**src/rtl/span_queue_writer.sv**
```systemverilog
// span_queue_writer
//   Converts rectangle commands into 2-word span records (one per row, in
//   ascending row order) and writes them into a circular PRAM queue that a
//   painter consumes. The write pointer is published only after both words
//   of a record are in memory, so the consumer never sees half a record.
//
//   Optional feature: define SPAN_CLIP_EN to skip rows below MAX_Y
//   (rows with index > MAX_Y are dropped and the command ends there).
//
// Ports
//   clk, reset            clock (rising edge), synchronous active-high reset
//   cmd_valid/cmd_ready   rectangle command handshake
//   cmd_x0/x1, cmd_y0/y1  inclusive endpoints, any order (7 bits each)
//   cmd_color             3-bit RGB colour
//   rdPtr                 consumer read pointer into the PRAM queue
//   wrtPtr                committed write pointer (next free word)
//   pram_we/addr/din      PRAM write port (addr/din are 0 when not writing)
//   busy                  high whenever the FSM is not idle
//   dbg_state_o           current FSM state for observation
//
// Handshake: a command transfers on a rising edge where cmd_valid and
// cmd_ready are both high. cmd_ready is high only while idle and out of
// reset; cmd_valid may be held or dropped freely, and command fields are
// sampled only at the transfer edge.

module span_queue_writer #(
    parameter int ADDR_W = 10,
    parameter int MAX_Y  = 119
) (
    input  logic              clk,
    input  logic              reset,
    input  logic              cmd_valid,
    output logic              cmd_ready,
    input  logic [6:0]        cmd_x0,
    input  logic [6:0]        cmd_x1,
    input  logic [6:0]        cmd_y0,
    input  logic [6:0]        cmd_y1,
    input  logic [2:0]        cmd_color,
    input  logic [ADDR_W-1:0] rdPtr,
    output logic [ADDR_W-1:0] wrtPtr,
    output logic [ADDR_W-1:0] pram_addr,
    output logic [15:0]       pram_din,
    output logic              pram_we,
    output logic              busy,
    output logic [2:0]        dbg_state_o
);

    typedef enum logic [2:0] {
        S_IDLE   = 3'd0,
        S_WAIT   = 3'd1,
        S_WR1    = 3'd2,
        S_WR2    = 3'd3,
        S_COMMIT = 3'd4
    } state_t;

`ifdef SPAN_CLIP_EN
    localparam bit CLIP_EN = 1'b1;
`else
    localparam bit CLIP_EN = 1'b0;
`endif
    localparam logic [6:0] MAX_Y_L = 7'(MAX_Y);

    state_t            state_q;
    logic [6:0]        left_q;
    logic [6:0]        right_q;
    logic [6:0]        y_hi_q;
    logic [6:0]        cur_y_q;
    logic [2:0]        color_q;
    logic [ADDR_W-1:0] wrtptr_q;
    logic              we_q;
    logic [ADDR_W-1:0] addr_q;
    logic [15:0]       din_q;

    // Normalised command fields, sampled only at acceptance.
    logic [6:0] left_d, right_d, y_lo_d, y_hi_d;
    assign left_d  = (cmd_x0 < cmd_x1) ? cmd_x0 : cmd_x1;
    assign right_d = (cmd_x0 < cmd_x1) ? cmd_x1 : cmd_x0;
    assign y_lo_d  = (cmd_y0 < cmd_y1) ? cmd_y0 : cmd_y1;
    assign y_hi_d  = (cmd_y0 < cmd_y1) ? cmd_y1 : cmd_y0;

    // Free words between our committed pointer and the consumer; one slot
    // is always kept empty so full and empty are distinguishable.
    logic [ADDR_W-1:0] free_w;
    assign free_w = rdPtr - wrtptr_q - ADDR_W'(1);

    logic [15:0] word1_w, word2_w;
    assign word1_w = {2'b00, left_q, right_q};
    assign word2_w = {6'b000000, cur_y_q, color_q};

    logic row_clipped;
    assign row_clipped = CLIP_EN && (cur_y_q > MAX_Y_L);

    always_ff @(posedge clk) begin
        if (reset) begin
            state_q  <= S_IDLE;
            left_q   <= '0;
            right_q  <= '0;
            y_hi_q   <= '0;
            cur_y_q  <= '0;
            color_q  <= '0;
            wrtptr_q <= '0;
            we_q     <= 1'b0;
            addr_q   <= '0;
            din_q    <= '0;
        end else begin
            // Write port is registered: it is loaded on the edge entering
            // WR1/WR2 and returns to zero in every other state.
            we_q   <= 1'b0;
            addr_q <= '0;
            din_q  <= '0;
            case (state_q)
                S_IDLE: begin
                    if (cmd_valid) begin
                        left_q  <= left_d;
                        right_q <= right_d;
                        y_hi_q  <= y_hi_d;
                        cur_y_q <= y_lo_d;
                        color_q <= cmd_color;
                        state_q <= S_WAIT;
                    end
                end
                S_WAIT: begin
                    // Rows only increase, so once one is clipped all are.
                    if (row_clipped) begin
                        state_q <= S_IDLE;
                    end else if (free_w >= ADDR_W'(2)) begin
                        we_q    <= 1'b1;
                        addr_q  <= wrtptr_q;
                        din_q   <= word1_w;
                        state_q <= S_WR1;
                    end
                end
                S_WR1: begin
                    we_q    <= 1'b1;
                    addr_q  <= wrtptr_q + ADDR_W'(1);
                    din_q   <= word2_w;
                    state_q <= S_WR2;
                end
                S_WR2: begin
                    state_q <= S_COMMIT;
                end
                S_COMMIT: begin
                    wrtptr_q <= wrtptr_q + ADDR_W'(2);
                    if (cur_y_q == y_hi_q) begin
                        state_q <= S_IDLE;
                    end else begin
                        cur_y_q <= cur_y_q + 7'd1;
                        state_q <= S_WAIT;
                    end
                end
                default: begin
                    state_q <= S_IDLE;
                end
            endcase
        end
    end

    assign cmd_ready   = (state_q == S_IDLE) && !reset;
    assign busy        = (state_q != S_IDLE);
    assign wrtPtr      = wrtptr_q;
    assign pram_we     = we_q;
    assign pram_addr   = addr_q;
    assign pram_din    = din_q;
    assign dbg_state_o = state_q;

endmodule

```
**config.mk**
```make
export PLATFORM = sky130hd
export DESIGN_NAME = span_queue_writer
export DESIGN_NICKNAME = d
export VERILOG_FILES = /design/src/rtl/span_queue_writer.sv
export SDC_FILE = /design/constraint.sdc
export NUM_CORES = 1
export LEC_CHECK = 0
export CAP_MARGIN = 10
export CORE_MARGIN = 1
export CORE_UTILIZATION = 54
export CTS_CLUSTER_DIAMETER = 80
export DETAILED_ROUTE_END_ITERATION = 10
export PLACE_DENSITY_LB_ADDON = 0.15
export SYNTH_ARGS = -nofsm -noshare
export SYNTH_HDL_FRONTEND = slang
export SYNTH_SLANG_ARGS = --single-unit
export TNS_END_PERCENT = 50
```
**constraint.sdc**
```tcl
create_clock -name clk -period 7.6 [get_ports clk]
set_input_delay 1.52 -clock clk [delete_from_list [all_inputs] [get_ports clk]]
set_output_delay 1.52 -clock clk [all_outputs]
set_load 0.01 [all_outputs]
```
==> impl_metrics.ini, run 1 <==
[floorplan]
die_area_um2 = 7050
die_w_um = 84.0
num_rows = 29
start_util_pct = 56.5
core_um2 = 6420
die-height_um = 84.0
io_pins = 86

[worst_setup_path]
critPathCaptureType = output port
worst_r2r_startpoint = wrtPtr[1]$_SDFFE_PP0P_
worst_ep_required_time_ns = 6.08
crit_fanout = 45
worstPathCellList = clkdlybuf4s50_1 > buf_4 > nor2_1 > clkdlybuf4s50_1
timing.rr.end = dbg_state_o[1]$_SDFFE_PP0P_
cp_slowest_cell = clkdlybuf4s50_1
arrival_ns = 3.00
max_stage_delay_ns = 0.49
worst_path_dominant_cell_family = buffers and inverters
cpMostUsedCell = clkdlybuf4s50_1
path_buf_inv = 3
cp-start-kind = input pin
critical_path_class = input pin to output port
r2r_cells = 9
timing.reg2reg.setup_slack_ns = 4.69

[clock_tree]
tritoncts = built
cts_max_level = 3
worstSkewPairLatency_ns = 0.34
clkTransAtPathRegs_ns = 0.07
clock_sinks = 68
post_cts_buffers = 0
cts_buffer_depth = 2
postCtsHoldBufs = 0
cts_resized = 0
cts_root_buffer = clkbuf_8
cts_buffers = 9

[grt]
grt_pass1_vias = 3024
grt_use_total_pct = 23.9
grt_max_degree = 48
grt_overflow = 0
antenna_found_initial = 0
grt_pass1_wl_mm = 13.6

[sta]
tns_ns = 0
drv_slew = 0
setup_viol = 0
period_needed_ns = 4.52
skew_ns = 0.00923
hold_violations = 0
relSlewSlack_pct = 32.5
fmax_mhz = 221
tightest_slew_ns = 1.01
grt_setup_unrepaired = false
period_share_pct = 59.4

[logic_synthesis]
synth_seq_area_share_pct = 37.5
yosys_warnings = 0
synthesis.area_um2 = 3630
synth_top_area_cell = dfxtp_1
synthArstFlopShare_pct = 0
synthFlopType = dfxtp_1
synth_edf_count = 0
ys_types = 49
ys_top_cells_by_area = dfxtp_1 38%, ha_1 7.9%, mux2i_1 5.8%
synth.avg_cell_area_um2 = 8.83
ys_seq_elements = 68
synthCells = 411
synth_top_area_share_pct = 37.5

[power]
ir_drop_uv = 143
power.density_nw_per_um2 = 193
power.switching_mw = 0.242
sw_frac_of_total_pct = 26.8
seqPwrFrac_pct = 43.9
p_int_mw = 0.661
p_leak_nw = 1.83
clock_power_share_pct = 35.8
power_frac_comb_pct = 20.3

[place]
port_buffers = 82
hpwl_mm = 5.93
place.gp.congestion = 0.858

[route]
drt-initial-drc-count = 143
vias = 3203
drt-total-wl_mm = 8.09
avgRoutedWirePerCell_um = 14.2
viasPerCell = 5.64
dr.pass1.iters = 7
drcViolationCount = 16
postRouteAntennaNets = 0

[cells_and_area]
diodes = 0
fin_nets = 554
drive_gt1_share_pct = 7.33
final_util_pct = 72.9
layout.cells.most_common = clkdlybuf4s50_1
mostFrequentLayoutCells = 82 x clkdlybuf4s50_1, 68 x dfxtp_1, 54 x nor2_1, 32 x a21oi_1, 28 x inv_1
syn_to_final_growth_pct = 29.1

[run_status]
status = complete, but fails checks
violations = design-rule violations

[min_path]
holdCritStartpoint = left_q[4]$_SDFFE_PP0P_
hold_class = register to register
holdPathStages = 1
holdPathEnd = pram_din[11]$_SDFF_PP0_

[flow_run]
cap_violations = 0
## area by class of cell
cell class / instances / area [um2]
well taps: 77 / 96.3
fillers: 509 / 1740
clock inverters: 5 / 75.1
clock buffers: 11 / 141
repair buffers: 86 / 851
flip-flops and latches: 68 / 1360
inverters: 28 / 105
multi-input cells: 293 / 2050
## layer usage
metal	track usage (%)	up-vias	wire length [um]
li1	-	1597	-
met1	28.1	1481	3510
met2	43.0	111	4050
met3	5.84	14	413
met4	6.90	0	108
met5	0	-	0
## kinds of logic after synthesis
logic type / share of synthesized area [%]
adders and majority gates: 8.48
xor gates and xnor gates: 4.34
AOI/OAI and AO/OA: 20.6
DFF: 37.5
other: 0.103
muxes: 7.34
and+or+nand+nor: 15.3
buffers and inverters: 6.31
## flip-flops by register name, summed over array words and instances, names as in the netlist
signal,flops
pram_we,1
right_q,7
cur_y_q,7
color_q,3
pram_din,14
y_hi_q,7
pram_addr,10
dbg_state_o,3
wrtPtr,9
left_q,7
## power by group through the flow
stage | combinational, mW | sequential, mW | clock [mW]
final | 0.183 | 0.396 | 0.323
after global routing | 0.202 | 0.399 | 0.344
after CTS | 0.184 | 0.396 | 0.328
after detailed placement | 0.183 | 0.404 | 0
after global placement | 0.177 | 0.404 | 0
after floorplan | 0.120 | 0.402 | 0
## through the flow
step                power, mW  cells  instance area [um2]  setup slack (ns)  hold WS (ns)
floorplan               0.523    413                 3640              3.93         0.431
global placement        0.580    552                 4470              3.09         0.440
detailed placement      0.587    552                 4470              3.08         0.447
CTS                     0.909    568                 4680              3.08         0.464
global route            0.945    568                 4680              3.04         0.481
finish                  0.903    568                 4680              3.08         0.463
## cell usage after synthesis, types with 2 or more instances
cell and count:
a21o_1 2, buf_6 2, o21ai_0 8, nor3_1 6
a211oi_1 24, nand2_1 18, nor2_1 55, o32ai_1 5
nand3_1 7, a31oi_1 2, ha_1 23, and2_1 5
buf_4 4, xor2_1 5, nor4_1 2, buf_2 3
dfxtp_1 68, xnor2_1 13, mux2_2 5, o21ai_1 2
a21oi_1 32, inv_1 28, a21oi_2 2, a211o_1 2
or3_1 5, or2_2 3, nand4_1 5, a22o_1 9
nor3b_1 3, clkbuf_1 14, mux2i_1 21, o21a_1 11
## how the worst max path moves through the flow
| stage | startpoint | end | slack [ns] | depth (start not counted) |
|---|---|---|---|---|
| finish | reset | cmd_ready | 3.08 | 4 |
| global route | reset | cmd_ready | 3.04 | 4 |
| CTS | reset | cmd_ready | 3.08 | 4 |
| detailed placement | reset | cmd_ready | 3.08 | 4 |
| global placement | reset | cmd_ready | 3.09 | 4 |
| floorplan | reset | cmd_ready | 3.93 | 3 |
## worst register-to-register path: stages (launching register included)
cell,delay (ns)
dfxtp_1,0.47
inv_1,0.12
fa_1,0.45
a211oi_2,0.25
o21bai_1,0.12
a21oi_2,0.19
mux2i_1,0.13
nor4_4,0.37
a31oi_4,0.32
or2_2,0.38
Power figures use the tool's default switching activity.
==> inputs of run 2 (changes only) <==
Settings changed: CORE_UTILIZATION 54 to 45.
Clock period 7.6 ns to 4 ns, I/O delays scaled along.
==> run 2 against run 1 <==
  * The flow now finishes without violations
  * Clock-buffer cell count shrank 2
  * Worst hold slack lost 0.0063 ns
  * Global-route usage shrank 3.7 points
  * Routed wire length shrank 0.88%
  * Final cell count grew 4.8%
  * Combinational power grew 90%
  * Register-to-register slack lost 3.6 ns
==> impl_metrics.ini, run 2 (same netlist as run 1, synthesis figures left out) <==
[cells_and_area]
final_cell_area_um2 = 4720
diodes = 0
layout.cells.most_common = clkdlybuf4s50_1
drive_gt1_share_pct = 7.91
fin_nets = 556
mostFrequentLayoutCells = 82 x clkdlybuf4s50_1, 68 x dfxtp_1, 54 x nor2_1, 32 x a21oi_1, 28 x inv_1
syn_to_final_growth_pct = 30.0
final_util_pct = 60.7
largest_register_ffs = 14
fill_cells = 705

[grt]
grt_overflow = 0
grt_max_degree = 45
grt_use_total_pct = 20.2
grt_pass1_wl_mm = 13.5
grt_pass1_vias = 2939
antenna_found_initial = 0

[floorplan]
num_rows = 32
die-height_um = 91.8
io_pins = 86
core_um2 = 7770
start_util_pct = 46.7
die_area_um2 = 8430
die_w_um = 91.8

[sta]
whs_ns = 0.457
tightest_slew_ns = 0.687
setup_viol = 0
period_needed_ns = 3.37
grt_setup_unrepaired = false
fmax_mhz = 296
drv_slew = 0
relSlewSlack_pct = 54.2
period_share_pct = 84.3
hold_violations = 0
skew_ns = 0.0124
tns_ns = 0

[route]
drt-total-wl_mm = 8.02
dr.pass1.iters = 4
drt-initial-drc-count = 109
avgRoutedWirePerCell_um = 13.5
postRouteAntennaNets = 0
vias = 3097
viasPerCell = 5.21
drcViolationCount = 0

[place]
place.gp.congestion = 0.830
postPlaceCellArea_um2 = 4510
port_buffers = 82
hpwl_mm = 5.92

[worst_setup_path]
crit_fanout = 24
worst_ep_required_time_ns = 4.22
cp-start-kind = input pin
arrival_ns = 3.60
critPathCaptureType = register
critical_path_class = input pin to register

[power]
p_leak_nw = 1.83
power_mw = 1.68
ir_drop_uv = 207
power.density_nw_per_um2 = 356

[clock_tree]
cts_resized = 0
worstSkewPairLatency_ns = 0.34
post_cts_buffers = 0
clkTransAtPathRegs_ns = 0.07
postCtsHoldBufs = 0
cts_root_buffer = clkbuf_8
cts_max_level = 3
tritoncts = built
cts_buffers = 9
clock_sinks = 68
cts_buffer_depth = 2

[run_status]
status = completed

[min_path]
hold_class = register to register

[flow_run]
cap_violations = 0
## run 2: cell types whose count changed in the layout (fill, tap and decap cells not counted)
cell        delta
clkbuf_8       -1
clkinv_2       -3
bufinv_16      -1
clkbuf_1       -1
clkinvlp_4     +2
inv_6          +4
buf_4          +2
## run 2: area by class of cell
cell class / instances / area [um2] / share of cell area (%)
inverter: 28 / 105 / 2.23
sequential: 68 / 1360 / 28.9
multi-input combinational: 293 / 2050 / 43.5
timing repair buffer: 88 / 866 / 18.4
clock inverter: 7 / 80.1 / 1.70
tap: 102 / 128 / 2.70
clock buffer: 9 / 124 / 2.63
## run 2: power breakdown
part	internal (mW)	total [mW]	switching [mW]
combinational	0.172	0.347	0.175
clock	0.296	0.580	0.283
sequential	0.720	0.754	0.0336
## run 2: worst max-delay path: stages
cell and delay (ns):
clkdlybuf4s50_1 0.51, fa_1 0.53, a211oi_2 0.26, o21bai_1 0.13
a21oi_2 0.16, mux2i_1 0.12, nor4_4 0.38, a31oi_4 0.34
or2_2 0.37
## run 2: worst paths after layout
path,start,to,slack (ns),depth (start not counted)
setup / recovery,rdPtr[0],dbg_state_o[1]$_SDFFE_PP0P_,0.63,9
hold / removal,left_q[3]$_SDFFE_PP0P_,pram_din[10]$_SDFF_PP0_,0.46,1
setup reg to reg,wrtPtr[1]$_SDFFE_PP0P_,dbg_state_o[1]$_SDFFE_PP0P_,1.08,9
hold reg to reg,left_q[3]$_SDFFE_PP0P_,pram_din[10]$_SDFF_PP0_,0.46,1
## run 2: metrics by stage
step / instances / setup WS, ns
after floorplan: 413 / 1.22
after global placement: 579 / 0.386
after detailed placement: 579 / 0.295
after CTS: 595 / 0.654
after global routing: 595 / 0.490
final: 595 / 0.627
## run 2: metal layers
metal  track usage [%]  part of all wire, %
met2              35.3                   49
met5                 0                    0
met4              6.12                 0.74
met3              4.64                  4.0
met1              24.6                   47
==> inputs of run 3 (changes only) <==
Clock period 4 ns to 2.8 ns, I/O delays scaled along.
==> run 3 against run 2 <==
  * Clock power rose by 54%
  * Sequential power rose by 43%
  * Combinational power up 60%
  * Register-to-register slack got worse by 0.90 ns
  * Via count up 5.7%
  * First-iteration DRC count grew 1.8%
  * Sequential cell count unchanged
  * Critical path type unchanged
==> impl_metrics.ini, run 3 (same netlist as run 1, synthesis figures left out) <==
[floorplan]
die-height_um = 91.8
num_rows = 32
core_um2 = 7770
io_pins = 86
die_area_um2 = 8430
start_util_pct = 46.7
die_w_um = 91.8

[sta]
drv_slew = 0
setup_viol = 0
tightest_slew_ns = 0.660
skew_ns = 0.00859
fmax_mhz = 365
tns_ns = 0
hold_violations = 0
relSlewSlack_pct = 55.6
period_share_pct = 97.9
period_needed_ns = 2.74

[worst_setup_path]
crit_fanout = 5
timing.reg2reg.setup_slack_ns = 0.18
cp-start-kind = input pin
critPathCaptureType = register
arrival_ns = 2.97
critical_path_class = input pin to register
worst_ep_required_time_ns = 3.03

[cells_and_area]
fill_cells = 660
syn_to_final_growth_pct = 39.0
fin_nets = 582
drive_gt1_share_pct = 14.1
layout.cells.most_common = clkdlybuf4s50_1
final_util_pct = 64.9
diodes = 0
mostFrequentLayoutCells = 80 x clkdlybuf4s50_1, 68 x dfxtp_1, 54 x nor2_1, 32 x a21oi_1, 28 x inv_1
largest_register_ffs = 14

[clock_tree]
cts_buffer_depth = 2
clkTransAtPathRegs_ns = 0.07
cts_max_level = 3
worstSkewPairLatency_ns = 0.34
clock_sinks = 68
tritoncts = built
cts_buffers = 9
postCtsHoldBufs = 0
cts_root_buffer = clkbuf_8

[flow_run]
cap_violations = 0

[route]
postRouteAntennaNets = 0
drt-initial-drc-count = 111
viasPerCell = 5.27
vias = 3275
drcViolationCount = 0
drt-total-wl_mm = 8.30
dr.pass1.iters = 4
avgRoutedWirePerCell_um = 13.4

[place]
place.gp.congestion = 0.852
port_buffers = 82
hpwl_mm = 6.14

[power]
power.density_nw_per_um2 = 501
p_leak_nw = 2.00
power_mw = 2.53
ir_drop_uv = 300

[min_path]
hold_class = register to register

[grt]
grt_pass1_vias = 3001
grt_pass1_wl_mm = 13.5
grt_use_total_pct = 20.0
antenna_found_initial = 0
grt_overflow = 0
grt_max_degree = 44

[run_status]
status = completed
[run 3: cell types whose count changed in the layout (fill, tap and decap cells not counted), sizes merged]
cell,previous run,this run
a31oi,3,4
dlymetal6s2s,0,1
clkinvlp,2,1
buf,6,30
clkinv,0,2
inv,32,30
clkdlybuf4s50,82,80
clkbuf,9,11
bufinv,1,2
[run 3: path summary, 6_finish.rpt]
check	from	to	depth (start not counted)
max reg2reg	wrtPtr[1]$_SDFFE_PP0P_	pram_din[5]$_SDFF_PP0_	12
min reg2reg	left_q[3]$_SDFFE_PP0P_	pram_din[10]$_SDFF_PP0_	1
min	left_q[3]$_SDFFE_PP0P_	pram_din[10]$_SDFF_PP0_	1
max	rdPtr[2]	pram_din[5]$_SDFF_PP0_	11
[run 3: through the flow]
stage	hold slack, ns	area (um2)	std cells	setup slack [ns]
floorplan	0.431	3640	413	0.257
global placement	0.439	4700	601	-0.374
detailed placement	0.446	4700	601	-0.470
CTS	0.467	4940	617	0.0332
global route	0.490	5040	621	-0.0102
finish	0.466	5040	621	0.0589
[run 3: cell type report]
| class | instances | area [um2] | area share, % |
|---|---|---|---|
| clock buffers | 9 | 124 | 2.46 |
| repair buffers | 113 | 1100 | 21.8 |
| inverters | 28 | 105 | 2.08 |
| multi-input cells | 294 | 2130 | 42.2 |
| flip-flops and latches | 68 | 1360 | 27.0 |
| well taps | 102 | 128 | 2.53 |
| clock inverters | 7 | 98.8 | 1.96 |
[run 3: metal layers]
metal  vias to the layer above  wire (um)  track usage (%)
met4                         0        170             6.51
met2                        90       4040             34.5
met5                         -          0                0
met3                        19        387             5.22
li1                       1655          -                -
met1                      1511       3690             24.2
[run 3: report_power, final]
part           internal [mW]  leakage [nW]  switching, mW  total (mW)
registers               1.03         0.555         0.0480        1.08
logic                  0.288          1.34          0.267       0.556
clock network          0.507         0.110          0.387       0.894
[run 3: what timing repair did]
| action | CTS | global route |
|---|---|---|
| pin swaps | 3 | 6 |
| cloned | 0 | 2 |
| buffers inserted | 0 | 2 |
| resized for setup | 3 | 12 |
| endpoints found under the setup margin | 22 | 25 |
[run 3: critical path, stage by stage]
cell and delay, ns:
clkdlybuf4s50_1 0.45, ha_4 0.20, a211oi_4 0.28, nor2_1 0.10, xnor2_1 0.21, o2111ai_2 0.18
nor4_4 0.30, buf_4 0.18, a31oi_4 0.16, buf_12 0.18, a22o_1 0.16
